===== src/rtl/comp_pipe_nbit_pkg.sv =====
// Shared types for the pipelined magnitude comparator: compare mode, result flags
// and the default leaf width.
package comp_pkg;

    localparam int unsigned LEAF_W_DEF = 4;

    typedef enum logic [1:0] {
        CMP_UNS = 2'b00,
        CMP_SGN = 2'b01,
        CMP_FP  = 2'b10,
        CMP_RSV = 2'b11
    } comp_mode_e;

    typedef struct packed {
        logic less;
        logic equal;
        logic greater;
        logic unord;
    } comp_res_t;

endpackage


===== src/rtl/comp_pipe_nbit_if.sv =====
// Operand/result handshake bundle for comp_pipe_nbit; signal names are from the
// comparator's point of view (i_* into the block, o_* out of it).
interface comp_pipe_nbit_if #(
    parameter int unsigned DATA_W = 32
);
    logic              i_valid;
    logic              o_ready;
    logic [DATA_W-1:0] i_data_a;
    logic [DATA_W-1:0] i_data_b;
    logic [1:0]        i_mode;
    logic              o_valid;
    logic              i_ready;
    logic              o_less;
    logic              o_equal;
    logic              o_greater;
    logic              o_unord;

    modport slave (
        input  i_valid, i_data_a, i_data_b, i_mode, i_ready,
        output o_ready, o_valid, o_less, o_equal, o_greater, o_unord
    );

    modport master (
        output i_valid, i_data_a, i_data_b, i_mode, i_ready,
        input  o_ready, o_valid, o_less, o_equal, o_greater, o_unord
    );
endinterface


===== src/rtl/comp_pipe_nbit_leaf.sv =====
// One first-level leaf of the comparator tree: unsigned less/equal of a W-bit slice.
module comp_leaf_nbit #(
    parameter int unsigned W = 4
) (
    input  logic [W-1:0] a_i,
    input  logic [W-1:0] b_i,
    output logic         less_o,
    output logic         equal_o
);
    assign less_o  = (a_i < b_i);
    assign equal_o = (a_i == b_i);
endmodule


===== src/rtl/comp_pipe_nbit.sv =====
// Two-stage pipelined comparator (unsigned / signed / sign-magnitude FP) with
// valid/ready flow control. S1 holds leaf results and FP flags, S2 the final flags.
module comp_pipe_nbit
    import comp_pkg::*;
#(
    parameter int unsigned DATA_W = 32,
    parameter int unsigned LEAF_W = LEAF_W_DEF,
    parameter int unsigned EXP_W  = 8
) (
    input  logic            i_clk,
    input  logic            i_rst_n,
    comp_pipe_nbit_if.slave bus
);
    localparam int unsigned N_LEAF = DATA_W / LEAF_W;
    localparam int unsigned MAN_W  = DATA_W - 1 - EXP_W;

    if ((DATA_W % LEAF_W) != 0 || EXP_W >= DATA_W - 1 || DATA_W < 8) begin : g_bad_cfg
        $fatal(1, "comp_pipe_nbit: illegal DATA_W/LEAF_W/EXP_W combination");
    end

    comp_mode_e        mode_c;
    logic [DATA_W-1:0] op_a_c, op_b_c;
    logic [N_LEAF-1:0] leaf_lt_c, leaf_eq_c;
    logic              nan_a_c, nan_b_c;
    logic              s2_ready_c, s1_adv_c, accept_c;

    logic [N_LEAF-1:0] leaf_lt_q, leaf_eq_q;
    comp_mode_e        mode_q;
    logic              sign_a_q, sign_b_q, zero_a_q, zero_b_q, nan_a_q, nan_b_q;
    logic              s1_valid_q, s1_valid_d;
    logic              s2_valid_q, s2_valid_d;
    comp_res_t         res_q, res_d;
    logic              less_u_c, eq_u_c;

    assign mode_c = comp_mode_e'(bus.i_mode);

    // Flipping both MSBs maps two's-complement order onto unsigned order.
    always_comb begin
        op_a_c = bus.i_data_a;
        op_b_c = bus.i_data_b;
        if (mode_c == CMP_SGN) begin
            op_a_c[DATA_W-1] = ~bus.i_data_a[DATA_W-1];
            op_b_c[DATA_W-1] = ~bus.i_data_b[DATA_W-1];
        end
    end

    for (genvar i = 0; i < N_LEAF; i++) begin : g_leaf
        comp_leaf_nbit #(.W(LEAF_W)) u_leaf (
            .a_i     (op_a_c[i*LEAF_W +: LEAF_W]),
            .b_i     (op_b_c[i*LEAF_W +: LEAF_W]),
            .less_o  (leaf_lt_c[i]),
            .equal_o (leaf_eq_c[i])
        );
    end

    assign nan_a_c = (&bus.i_data_a[DATA_W-2 -: EXP_W]) & (|bus.i_data_a[MAN_W-1:0]);
    assign nan_b_c = (&bus.i_data_b[DATA_W-2 -: EXP_W]) & (|bus.i_data_b[MAN_W-1:0]);

    assign s2_ready_c  = ~s2_valid_q | bus.i_ready;
    assign s1_adv_c    = s1_valid_q & s2_ready_c;
    assign bus.o_ready = ~s1_valid_q | s1_adv_c;
    assign accept_c    = bus.i_valid & bus.o_ready;

    // S1 payload: no reset, qualified by s1_valid_q.
    always_ff @(posedge i_clk) begin
        if (accept_c) begin
            leaf_lt_q <= leaf_lt_c;
            leaf_eq_q <= leaf_eq_c;
            mode_q    <= mode_c;
            sign_a_q  <= bus.i_data_a[DATA_W-1];
            sign_b_q  <= bus.i_data_b[DATA_W-1];
            zero_a_q  <= ~|bus.i_data_a[DATA_W-2:0];
            zero_b_q  <= ~|bus.i_data_b[DATA_W-2:0];
            nan_a_q   <= nan_a_c;
            nan_b_q   <= nan_b_c;
        end
    end

    // Leaf reduction, low to high: less = L_hi | (E_hi & less_lo).
    always_comb begin
        less_u_c = 1'b0;
        eq_u_c   = 1'b1;
        for (int i = 0; i < int'(N_LEAF); i++) begin
            less_u_c = leaf_lt_q[i] | (leaf_eq_q[i] & less_u_c);
            eq_u_c   = eq_u_c & leaf_eq_q[i];
        end
    end

    // Mode resolution; FP with equal signs reuses the magnitude compare.
    always_comb begin
        res_d = '0;
        if (mode_q == CMP_FP) begin
            if (nan_a_q | nan_b_q) begin
                res_d.unord = 1'b1;
            end else if (zero_a_q & zero_b_q) begin
                res_d.equal = 1'b1;
            end else if (sign_a_q != sign_b_q) begin
                res_d.less    = sign_a_q;
                res_d.greater = ~sign_a_q;
            end else begin
                res_d.equal   = eq_u_c;
                res_d.less    = sign_a_q ? (~less_u_c & ~eq_u_c) : less_u_c;
                res_d.greater = sign_a_q ? less_u_c : (~less_u_c & ~eq_u_c);
            end
        end else begin
            res_d.less    = less_u_c;
            res_d.equal   = eq_u_c;
            res_d.greater = ~less_u_c & ~eq_u_c;
        end
    end

    always_comb begin
        s1_valid_d = s1_valid_q;
        s2_valid_d = s2_valid_q;
        if (bus.o_ready) s1_valid_d = bus.i_valid;
        if (s2_ready_c)  s2_valid_d = s1_valid_q;
    end

    always_ff @(posedge i_clk or negedge i_rst_n) begin
        if (!i_rst_n) begin
            s1_valid_q <= 1'b0;
            s2_valid_q <= 1'b0;
            res_q      <= '0;
        end else begin
            s1_valid_q <= s1_valid_d;
            s2_valid_q <= s2_valid_d;
            if (s1_adv_c) res_q <= res_d;
        end
    end

    assign bus.o_valid   = s2_valid_q;
    assign bus.o_less    = res_q.less;
    assign bus.o_equal   = res_q.equal;
    assign bus.o_greater = res_q.greater;
    assign bus.o_unord   = res_q.unord;
endmodule


===== src/flat_wrapper.sv =====
// flat-port wrapper written by rule: the top's interface ports become plain ports
module comp_pipe_nbit_flat import comp_pkg::*;
#(
    parameter int unsigned DATA_W = 32,
    parameter int unsigned LEAF_W = LEAF_W_DEF,
    parameter int unsigned EXP_W  = 8
)
  (i_clk, i_rst_n, bus_i_valid, bus_i_data_a, bus_i_data_b, bus_i_mode, bus_i_ready, bus_o_ready, bus_o_valid, bus_o_less, bus_o_equal, bus_o_greater, bus_o_unord);
  comp_pipe_nbit_if #(.DATA_W(DATA_W)) bus_i ();
  input  logic i_clk;
  input  logic i_rst_n;
  input wire logic [$bits(bus_i.i_valid)-1:0] bus_i_valid;
  input wire logic [$bits(bus_i.i_data_a)-1:0] bus_i_data_a;
  input wire logic [$bits(bus_i.i_data_b)-1:0] bus_i_data_b;
  input wire logic [$bits(bus_i.i_mode)-1:0] bus_i_mode;
  input wire logic [$bits(bus_i.i_ready)-1:0] bus_i_ready;
  output wire logic [$bits(bus_i.o_ready)-1:0] bus_o_ready;
  output wire logic [$bits(bus_i.o_valid)-1:0] bus_o_valid;
  output wire logic [$bits(bus_i.o_less)-1:0] bus_o_less;
  output wire logic [$bits(bus_i.o_equal)-1:0] bus_o_equal;
  output wire logic [$bits(bus_i.o_greater)-1:0] bus_o_greater;
  output wire logic [$bits(bus_i.o_unord)-1:0] bus_o_unord;
  assign bus_i.i_valid = bus_i_valid;
  assign bus_i.i_data_a = bus_i_data_a;
  assign bus_i.i_data_b = bus_i_data_b;
  assign bus_i.i_mode = bus_i_mode;
  assign bus_i.i_ready = bus_i_ready;
  assign bus_o_ready = bus_i.o_ready;
  assign bus_o_valid = bus_i.o_valid;
  assign bus_o_less = bus_i.o_less;
  assign bus_o_equal = bus_i.o_equal;
  assign bus_o_greater = bus_i.o_greater;
  assign bus_o_unord = bus_i.o_unord;
  comp_pipe_nbit #(.DATA_W(DATA_W), .LEAF_W(LEAF_W), .EXP_W(EXP_W)) u_core (.i_clk(i_clk), .i_rst_n(i_rst_n), .bus(bus_i));
endmodule

===== config.mk =====
export PLATFORM = sky130hd
export DESIGN_NAME = comp_pipe_nbit_flat
export DESIGN_NICKNAME = d
export VERILOG_FILES = /design/src/rtl/comp_pipe_nbit_pkg.sv /design/src/rtl/comp_pipe_nbit_if.sv /design/src/rtl/comp_pipe_nbit_leaf.sv /design/src/rtl/comp_pipe_nbit.sv /design/src/flat_wrapper.sv
export SDC_FILE = /design/constraint.sdc
export NUM_CORES = 1
export LEC_CHECK = 0
export ABC_AREA = 0
export CAP_MARGIN = 30
export CORE_AREA = 2 2 69 87
export CTS_BUF_LIST = sky130_fd_sc_hd__clkbuf_8 sky130_fd_sc_hd__clkbuf_16
export CTS_CLUSTER_SIZE = 20
export DETAILED_ROUTE_END_ITERATION = 10
export DIE_AREA = 0 0 71 89
export GPL_ROUTABILITY_DRIVEN = 0
export PLACE_DENSITY_LB_ADDON = 0.3
export SKIP_CTS_REPAIR_TIMING = 1
export SYNTH_ARGS = -nofsm -noshare
export SYNTH_HDL_FRONTEND = slang
export SYNTH_SLANG_ARGS = --single-unit

===== constraint.sdc =====
create_clock -name i_clk -period 2.7 [get_ports i_clk]
set_clock_uncertainty 0.2 [all_clocks]
set_input_delay 0.675 -clock i_clk [delete_from_list [all_inputs] [get_ports i_clk]]
set_output_delay 0.675 -clock i_clk [all_outputs]
set_load 0.05 [all_outputs]

# --- Yosys cells after proc, flatten, opt, wreduce, memory -nomap -nowiden ---
# Cells that the tools add are included.
totals:
  reg_bits: 30
  inputBits: 70
  out_inout_bits: 6
  elab_cells: 93
classes:
  n_lt_le_gt_ge: 8
  eq_ne: 11
  mux: 14
  n_bitwise: 37
  reduce_logical: 8
ops:
  columns: ["op", "count"]
  rows:
  - ["$reduce_or A31 Y1", 2]
  - ["$reduce_or A23 Y1", 2]
  - ["$eq A4 B4 Y1", 8]
  - ["$lt A4 B4 Y1", 8]
  - ["$and A1 B1 Y1", 20]
  - ["$reduce_and A8 Y1", 2]
  - ["$mux W1", 12]
  - ["$or A1 B1 Y1", 10]
  - ["$not A1 Y1", 7]
  - ["$mux W3", 2]
  - ["$eq A2 B1 Y1 const B", 1]
  - ["$eq A2 B2 Y1 const B", 1]
  - ["$logic_not A1 Y1", 2]
  - ["$ne A1 B1 Y1", 1]

# --- Depth between registers and ports, before layout ---
# Gate-level depths: netlist (run 1).
logic_depth:
  word_depth: 21
  mapped_depth: 6
  depth_no_buf: 6

# --- By module ---
# Synthesis (run 1) repeated with hierarchy kept, for this count alone.
hier_totals:
  hier_cells: 217
  hier_area_um2: 2134.5
modules_own_cells:
  columns: ["module", "instances", "cells_per_inst", "area_each_um2", "seq_area_each_um2"]
  rows:
  - ["comp_pipe_nbit", 1, 105, 1313.8, 870.8]
  - ["comp_leaf_nbit", 8, 14, 102.6, 0.0]

# --- Worst setup path before layout (run 1) ---
# OpenSTA, ideal clock, no wires.
synth_path:
  kind: "input-to-reg"
  startpoint: "input port bus_i_ready"
  endpoint: "register u_core.leaf_eq_q[0], enable pin"
  setup_time_ns: 0.383
  arrival_time_ns: 1.828
  t_required_ns: 2.117
  setup_slack_ns: 0.289
  stages: 2
  path_buffers: 0
  path_cell_list: "nand3b_1 and2_1"
synth_between:
  elab_chain_cells: 4
synth_rtl:
  columns: ["item", "line_no", "rtl"]
  rows:
  - ["from (decl)", "flat_wrapper.sv:16", "input wire logic [$bits(bus_i.i_ready)-1:0] bus_i_ready;"]
  - ["$or A1 B1 Y1", "comp_pipe_nbit.sv:59", "assign s2_ready_c = ~s2_valid_q | bus.i_ready;"]
  - ["$and A1 B1 Y1", "comp_pipe_nbit.sv:60", "assign s1_adv_c = s1_valid_q & s2_ready_c;"]
  - ["$or A1 B1 Y1", "comp_pipe_nbit.sv:61", "assign bus.o_ready = ~s1_valid_q | s1_adv_c;"]
  - ["$and A1 B1 Y1", "comp_pipe_nbit.sv:62", "assign accept_c = bus.i_valid & bus.o_ready;"]
  - ["net u_core.accept_c", "comp_pipe_nbit.sv:25", "logic s2_ready_c, s1_adv_c, accept_c;"]
  - ["to (signal assigned)", "comp_pipe_nbit.sv:68", "leaf_eq_q <= leaf_eq_c;"]
  - ["to (decl)", "comp_pipe_nbit.sv:27", "logic [N_LEAF-1:0] leaf_lt_q, leaf_eq_q;"]
# The timed path passes the listed nets, and every way through them passes these cells.
# A chain may end at the register's enable or synchronous reset.

# --- Worst setup path after layout (run 1) ---
layout_path:
  startpoint: "input port bus_i_ready"
  endpoint: "output port bus_o_ready"
layout_between:
  elab_chain_cells: 3
layout_rtl:
  columns: ["item", "line_no", "rtl"]
  rows:
  - ["$or A1 B1 Y1", "comp_pipe_nbit.sv:59", null]
  - ["$and A1 B1 Y1", "comp_pipe_nbit.sv:60", null]
  - ["$or A1 B1 Y1", "comp_pipe_nbit.sv:61", null]
  - ["to (decl)", "flat_wrapper.sv:17", "output wire logic [$bits(bus_i.o_ready)-1:0] bus_o_ready;"]
# Every way passes these cells.

==> results of run 1 <==
-- logic make-up (layout without fill, tap and decap cells) --
kind of cell | count (synthesis) | count (layout)
AO/OA/AOI/OAI | 37 | 37
XOR/XNOR | 2 | 2
adder cells (fa/ha/maj) | 31 | 31
buffers and inverters | 32 | 116
flip-flops | 30 | 30
AND/OR/NAND/NOR | 83 | 83
-- power by group --
group | leakage, nW | internal (mW) | total, mW | switching (mW)
clock network | 0.0468 | 0.173 | 0.328 | 0.156
registers | 0.307 | 0.545 | 0.565 | 0.0196
logic | 0.946 | 0.187 | 0.356 | 0.169
-- tightest hold or removal path: cells and delay by family, from the launching register on --
| family | cells | cell delay, ns |
|---|---|---|
| AO/OA/AOI/OAI | 1 | 0.05 |
| flip-flops | 1 | 0.34 |
| AND/OR/NAND/NOR | 1 | 0.07 |
-- per-stage QoR --
step / hold slack, ns / std cells / area, um^2 / power [mW] / util (%)
2_1_floorplan: 0.179 / 215 / 2140 / 0.741 / -
3_3_place_gp: 0.262 / 355 / 3000 / 0.925 / 55.1
3_5_place_dp: 0.264 / 355 / 3000 / 0.932 / 55.1
4_1_cts: 0.289 / 363 / 3080 / 1.26 / 56.6
5_1_grt: 0.304 / 363 / 3080 / 1.32 / 56.6
6_report: 0.282 / 363 / 3080 / 1.25 / 56.6
-- worst min path at each step --
| stage | start | endpoint | slack, ns | cells after the start |
|---|---|---|---|---|
| after floorplan | i_rst_n | u_core.bus.o_equal | 0.18 | 0 |
| after global placement | u_core.bus.o_unord | u_core.bus.o_unord | 0.26 | 2 |
| after CTS | u_core.bus.o_less | u_core.bus.o_less | 0.29 | 2 |
| after global routing | u_core.bus.o_equal | u_core.bus.o_equal | 0.30 | 2 |
| after detailed placement | u_core.bus.o_less | u_core.bus.o_less | 0.26 | 2 |
| final | u_core.bus.o_less | u_core.bus.o_less | 0.28 | 2 |
-- cells in the final DEF, fill, tap and decap left out, types with 2 or more instances in the layout --
| master | count |
|---|---|
| clkdlybuf4s50_1 | 74 |
| inv_1 | 33 |
| ha_1 | 31 |
| edfxtp_1 | 24 |
| a21oi_1 | 14 |
| nor4_1 | 14 |
| nand2_1 | 12 |
| nand2b_1 | 11 |
| nor2b_1 | 10 |
| o21ai_0 | 8 |
| and4_1 | 7 |
| nand4_1 | 6 |
| dfrtp_1 | 6 |
| nand3_1 | 5 |
| nor2_1 | 5 |
| nor3_1 | 5 |
| clkbuf_8 | 5 |
| xor2_1 | 2 |
| and3_1 | 2 |
| nor3b_1 | 2 |
| buf_12 | 2 |
-- layout make-up --
| class | count | area, um^2 | share of cell area [%] |
|---|---|---|---|
| multi-input cells | 153 | 1150 | 37.2 |
| well taps | 64 | 80.1 | 2.60 |
| clock buffers | 5 | 68.8 | 2.23 |
| repair buffers | 76 | 781 | 25.4 |
| flip-flops and latches | 30 | 871 | 28.3 |
| inverters | 32 | 120 | 3.90 |
| clock inverters | 3 | 12.5 | 0.406 |
-- metal layers --
layer | vias to the layer above | track usage [%]
met1 | 833 | 17.6
met4 | 0 | 7.03
li1 | 974 | -
met5 | - | 0
met3 | 12 | 2.03
met2 | 57 | 29.5
==> results.sh, run 1 <==
export IMPL_regToRegSetupSlack_ns=1.14
export IMPL_setup_ws_ns=0.300
export IMPL_crit_path_end="bus_o_ready"
export IMPL_synth_flop_cell="edfxtp_1"
export IMPL_rr_worst_depth=4
export IMPL_dieHeight_um=89
export IMPL_rr_endpoint="u_core.bus.o_greater"
export IMPL_routed_wl_um=4850
export IMPL_h_tree_depth=2
export IMPL_first_pass_iters=4
export IMPL_cap_violations=0
export IMPL_grt_pass1_wl_um=7760
export IMPL_cp_startpoint="bus_i_ready"
export IMPL_met2_length_um=2540
export IMPL_syn_area_per_cell_um2=9.94
export IMPL_io_buffers=75
export IMPL_crit_type="input port to output port"
export IMPL_crit_required_ns=1.82
export IMPL_area_growth_synth_to_final_pct=44.1
export IMPL_synth_simple_area_share_pct=22.8
export IMPL_ant_nets=0
export IMPL_end_kind="output port"
export IMPL_chipWidth_um=71
export IMPL_async_reset_ff_share_pct=20.0
export IMPL_max_freq_ghz=0.417
export IMPL_drc_errors=0
export IMPL_yosys_area_top_type="edfxtp_1"
export IMPL_slew_violations=0
export IMPL_yosysUniqueCellTypes=37
export IMPL_dr_wl_met3_um=201
export IMPL_grt_overflow=0
export IMPL_initial_core_util_pct=39.3
export IMPL_muxShareOfSynthArea_pct=0
export IMPL_wl_met1_um=1990
export IMPL_synth_seq_cells=30
export IMPL_vdd_drop_max_v=0.000188
export IMPL_tns_ns=0
export IMPL_slew_headroom_pct=67.2
export IMPL_finalNetCount=399
export IMPL_worst_path_max_fanout=3
export IMPL_yosysTopAreaCellShare_pct=33.7
export IMPL_max_stage_delay_ns=0.41
export IMPL_worstSetupStartpointType="input port"
export IMPL_worst_slew_pin_slew_ns=0.491
export IMPL_fin_crit_sh_pct=88.9
export IMPL_hold_violations=0
export IMPL_via_count=1876
export IMPL_grt_setup_unrepaired="no"
export IMPL_synthMostInstantiatedCell="inv_1"
export IMPL_status="complete, no violations"
export IMPL_pre_cts_ws_ns=0.241
export IMPL_cts_tree="yes"
export IMPL_synth_cells=215
export IMPL_critPathTopFamily="buffers and inverters"
export IMPL_path_buf_inv=2
export IMPL_finalCriticalPeriod_ns=2.40
export IMPL_first_global_vias=1835
export IMPL_synth_top_family_by_area="simple AND/OR/NAND/NOR gates"
export IMPL_die_area_mm2=0.00632
export IMPL_grt_max_degree=25
export IMPL_pwr_density_cell_mw_per_mm2=406
export IMPL_final_layout_size_suffix_gt1_share_pct=4.68
export IMPL_wl_per_cell_um=13.4
export IMPL_rows=30
export IMPL_hpwl_um=4340
export IMPL_avgViaCountPerCell=5.17
export IMPL_cp_cell_sequence="clkdlybuf4s50_1, nand3b_1, buf_12"
export IMPL_synth_common_cells="inv_1, ha_1, edfxtp_1, a21oi_1, nor4_1"
export IMPL_antenna_found_initial=0
export IMPL_core_mm2=0.00544
export IMPL_drtIter0Drc=72
export IMPL_ys_seq_area_share_pct=40.7
export IMPL_clock_sinks=30
export IMPL_slowest_stage="clkdlybuf4s50_1"
export IMPL_hold_class="register to register"
export IMPL_top_regs="u_core.leaf_eq_q x8, u_core.leaf_lt_q x8, u_core.mode_q x2"
export IMPL_setup_violations=0
export IMPL_grt_usage_pct=15.6
export IMPL_synth_edf_count=24
export IMPL_clkTransAtPathRegs_ns=0.06
export IMPL_ios=76
export IMPL_netlist_area_mm2=0.00214
export IMPL_ys_top_cells_by_area="edfxtp_1, ha_1, dfrtp_1"
export IMPL_cts_inserted_buffers=5
export IMPL_r2r_start="u_core.leaf_eq_q[1]"
export IMPL_nFillCells=489
export IMPL_clock_latency_ns=0.28
export IMPL_critical_path_depth=3
export IMPL_synth_compound_area_share_pct=11.8
export IMPL_synth_fp_nets=316
export IMPL_synth_fa_ha_area_share_pct=18.1
export IMPL_synth_xor_area_share_pct=0.820
export IMPL_cts_buffer_depth=2
export IMPL_ys_warn_count=0
export IMPL_arrival_ns=1.52
export IMPL_n_antenna_cell=0
export IMPL_topRoutingLayerUsed="met4"
export IMPL_root_buffer="clkbuf_8"
export IMPL_leakage_nw=1.30
(Power assumes the default switching activity.)
==> run 2: changes to the inputs <==
--- a/config.mk
+++ b/config.mk
@@ -6,7 +6,7 @@
 export NUM_CORES = 1
 export LEC_CHECK = 0
 export ABC_AREA = 0
-export CAP_MARGIN = 30
+export CAP_MARGIN = 40
 export CORE_AREA = 2 2 69 87
 export CTS_BUF_LIST = sky130_fd_sc_hd__clkbuf_8 sky130_fd_sc_hd__clkbuf_16
 export CTS_CLUSTER_SIZE = 20
==> results of run 2 <==
The final DEF is identical to that of run 1; final timing and power are the same.
==> run 3: changes to the inputs <==
--- a/config.mk
+++ b/config.mk
@@ -14,6 +14,7 @@
 export DIE_AREA = 0 0 71 89
 export GPL_ROUTABILITY_DRIVEN = 0
 export PLACE_DENSITY_LB_ADDON = 0.3
+export SETUP_SLACK_MARGIN = 0.3
 export SKIP_CTS_REPAIR_TIMING = 1
 export SYNTH_ARGS = -nofsm -noshare
 export SYNTH_HDL_FRONTEND = slang
==> constraint.sdc (replaced) <==
create_clock -name i_clk -period 2.39 [get_ports i_clk]
set_clock_uncertainty 0.2 [all_clocks]
set_input_delay 0.5975 -clock i_clk [delete_from_list [all_inputs] [get_ports i_clk]]
set_output_delay 0.5975 -clock i_clk [all_outputs]
set_load 0.05 [all_outputs]
==> results.sh, run 3 (same netlist as run 1, synthesis figures left out) <==
export IMPL_end_kind="output port"
export IMPL_routed_wl_um=5080
export IMPL_place_area_mm2=0.00298
export IMPL_die_area_mm2=0.00632
export IMPL_dieHeight_um=89
export IMPL_instances_no_fill=363
export IMPL_wl_per_cell_um=14.0
export IMPL_first_global_vias=2010
export IMPL_cap_violations=0
export IMPL_dp_cells=354
export IMPL_min_from="u_core.bus.o_unord"
export IMPL_top_regs="u_core.leaf_eq_q x8, u_core.leaf_lt_q x8, u_core.mode_q x2"
export IMPL_grt_pass1_wl_um=8620
export IMPL_power_share_sequential_pct=45.2
export IMPL_crit_required_ns=1.59
export IMPL_finalNetCount=399
export IMPL_netSwitchingPower_mw=0.390
export IMPL_swShare_pct=27.6
export IMPL_antenna_found_initial=0
export IMPL_leakage_nw=1.37
export IMPL_first_pass_iters=4
export IMPL_holdPathEnd="u_core.bus.o_unord"
export IMPL_worst_slew_pin_slew_ns=0.498
export IMPL_clkPwrFrac_pct=26.0
export IMPL_grt_overflow=0
export IMPL_fin_crit_sh_pct=92.9
export IMPL_final_common_cell="clkdlybuf4s50_1"
export IMPL_power_total_mw=1.41
export IMPL_combPwrFrac_pct=28.8
export IMPL_rr_worst_depth=3
export IMPL_chipWidth_um=71
export IMPL_drtIter0Drc=81
export IMPL_h_tree_depth=2
export IMPL_fin_area_mm2=0.00309
export IMPL_hold_class="register to register"
export IMPL_setup_violations=0
export IMPL_clock_sinks=30
export IMPL_area_growth_synth_to_final_pct=44.8
export IMPL_rows=30
export IMPL_n_antenna_cell=0
export IMPL_cts_buffer_depth=2
export IMPL_hpwl_um=4530
export IMPL_clkTransAtPathRegs_ns=0.06
export IMPL_slew_violations=0
export IMPL_fin_util_pct=56.9
export IMPL_multiInputGateArea_mm2=0.00116
export IMPL_final_layout_size_suffix_gt1_share_pct=5.69
export IMPL_ant_nets=0
export IMPL_pwr_density_cell_mw_per_mm2=456
export IMPL_drc_errors=0
export IMPL_p_int_mw=1.02
export IMPL_rr_endpoint="u_core.mode_q[1]"
export IMPL_avgViaCountPerCell=5.20
export IMPL_finalCriticalPeriod_ns=2.22
export IMPL_nFillCells=485
export IMPL_root_buffer="clkbuf_8"
export IMPL_grt_max_degree=25
export IMPL_core_mm2=0.00544
export IMPL_grt_usage_pct=17.6
export IMPL_grt_setup_unrepaired="yes"
export IMPL_arrival_ns=1.42
export IMPL_worst_path_max_fanout=2
export IMPL_hold_violations=0
export IMPL_crit_type="input port to output port"
export IMPL_layout_common_cells="clkdlybuf4s50_1, inv_1, ha_1, edfxtp_1, nor4_1"
export IMPL_io_buffers=75
export IMPL_r2r_start="u_core.s1_valid_q"
export IMPL_vdd_drop_max_v=0.000201
export IMPL_worstSetupStartpointType="input port"
export IMPL_max_freq_ghz=0.451
export IMPL_status="complete, no violations"
export IMPL_via_count=1889
export IMPL_ios=76
export IMPL_holdPathStages=2
export IMPL_tns_ns=0
export IMPL_slew_headroom_pct=66.7
export IMPL_regToRegSetupSlack_ns=0.79
export IMPL_cts_inserted_buffers=5
export IMPL_clock_latency_ns=0.28
export IMPL_seq_area_um2=871
export IMPL_cts_tree="yes"
export IMPL_initial_core_util_pct=39.3
## run 3: cell types whose count changed in the layout (fill, tap and decap cells not counted), sizes merged
cell / before / now
clkdlybuf4s50: 74 / 67
dlymetal6s2s: 0 / 7
## run 3: layer usage
metal	wire length (um)	track usage (%)	part of all wire, %
met5	0	0	0
met4	173	8.58	3.4
met3	192	2.37	3.8
met2	2790	34.3	55
met1	1920	18.6	38
## run 3: worst max path at each step
stage	from	end
3_3_place_gp	bus_i_data_b[13]	u_core.leaf_lt_q[3]
3_5_place_dp	bus_i_data_b[29]	u_core.leaf_lt_q[7]
4_1_cts	bus_i_ready	bus_o_ready
6_report	bus_i_ready	bus_o_ready
5_1_grt	bus_i_ready	bus_o_ready
2_1_floorplan	u_core.bus.o_valid	u_core.leaf_eq_q[0]
## run 3: power groups by stage
| stage | logic [mW] | registers (mW) | clock network [mW] |
|---|---|---|---|
| floorplan | 0.154 | 0.684 | 0 |
| CTS | 0.406 | 0.639 | 0.377 |
| detailed placement | 0.403 | 0.650 | 0 |
| global placement | 0.393 | 0.648 | 0 |
| global route | 0.452 | 0.644 | 0.410 |
| finish | 0.407 | 0.638 | 0.367 |
## run 3: per-stage QoR
stage                     worst slack [ns]  hold slack [ns]
after floorplan                      0.319            0.102
after global placement              0.0590            0.261
after detailed placement            0.0376            0.266
after CTS                            0.127            0.289
after global routing                 0.129            0.310
final                                0.170            0.277
## run 3: critical path, stage by stage
cell	delay, ns
clkdlybuf4s50_1	0.41
nand3b_1	0.23
buf_12	0.19
## run 3: final cells by class
| cell class | instances | share of cell area (%) |
|---|---|---|
| multi-input cells | 153 | 37.4 |
| inverters | 32 | 3.88 |
| well taps | 64 | 2.59 |
| flip-flops and latches | 30 | 28.1 |
| clock inverters | 3 | 0.404 |
| clock buffers | 5 | 2.22 |
| repair buffers | 76 | 25.4 |
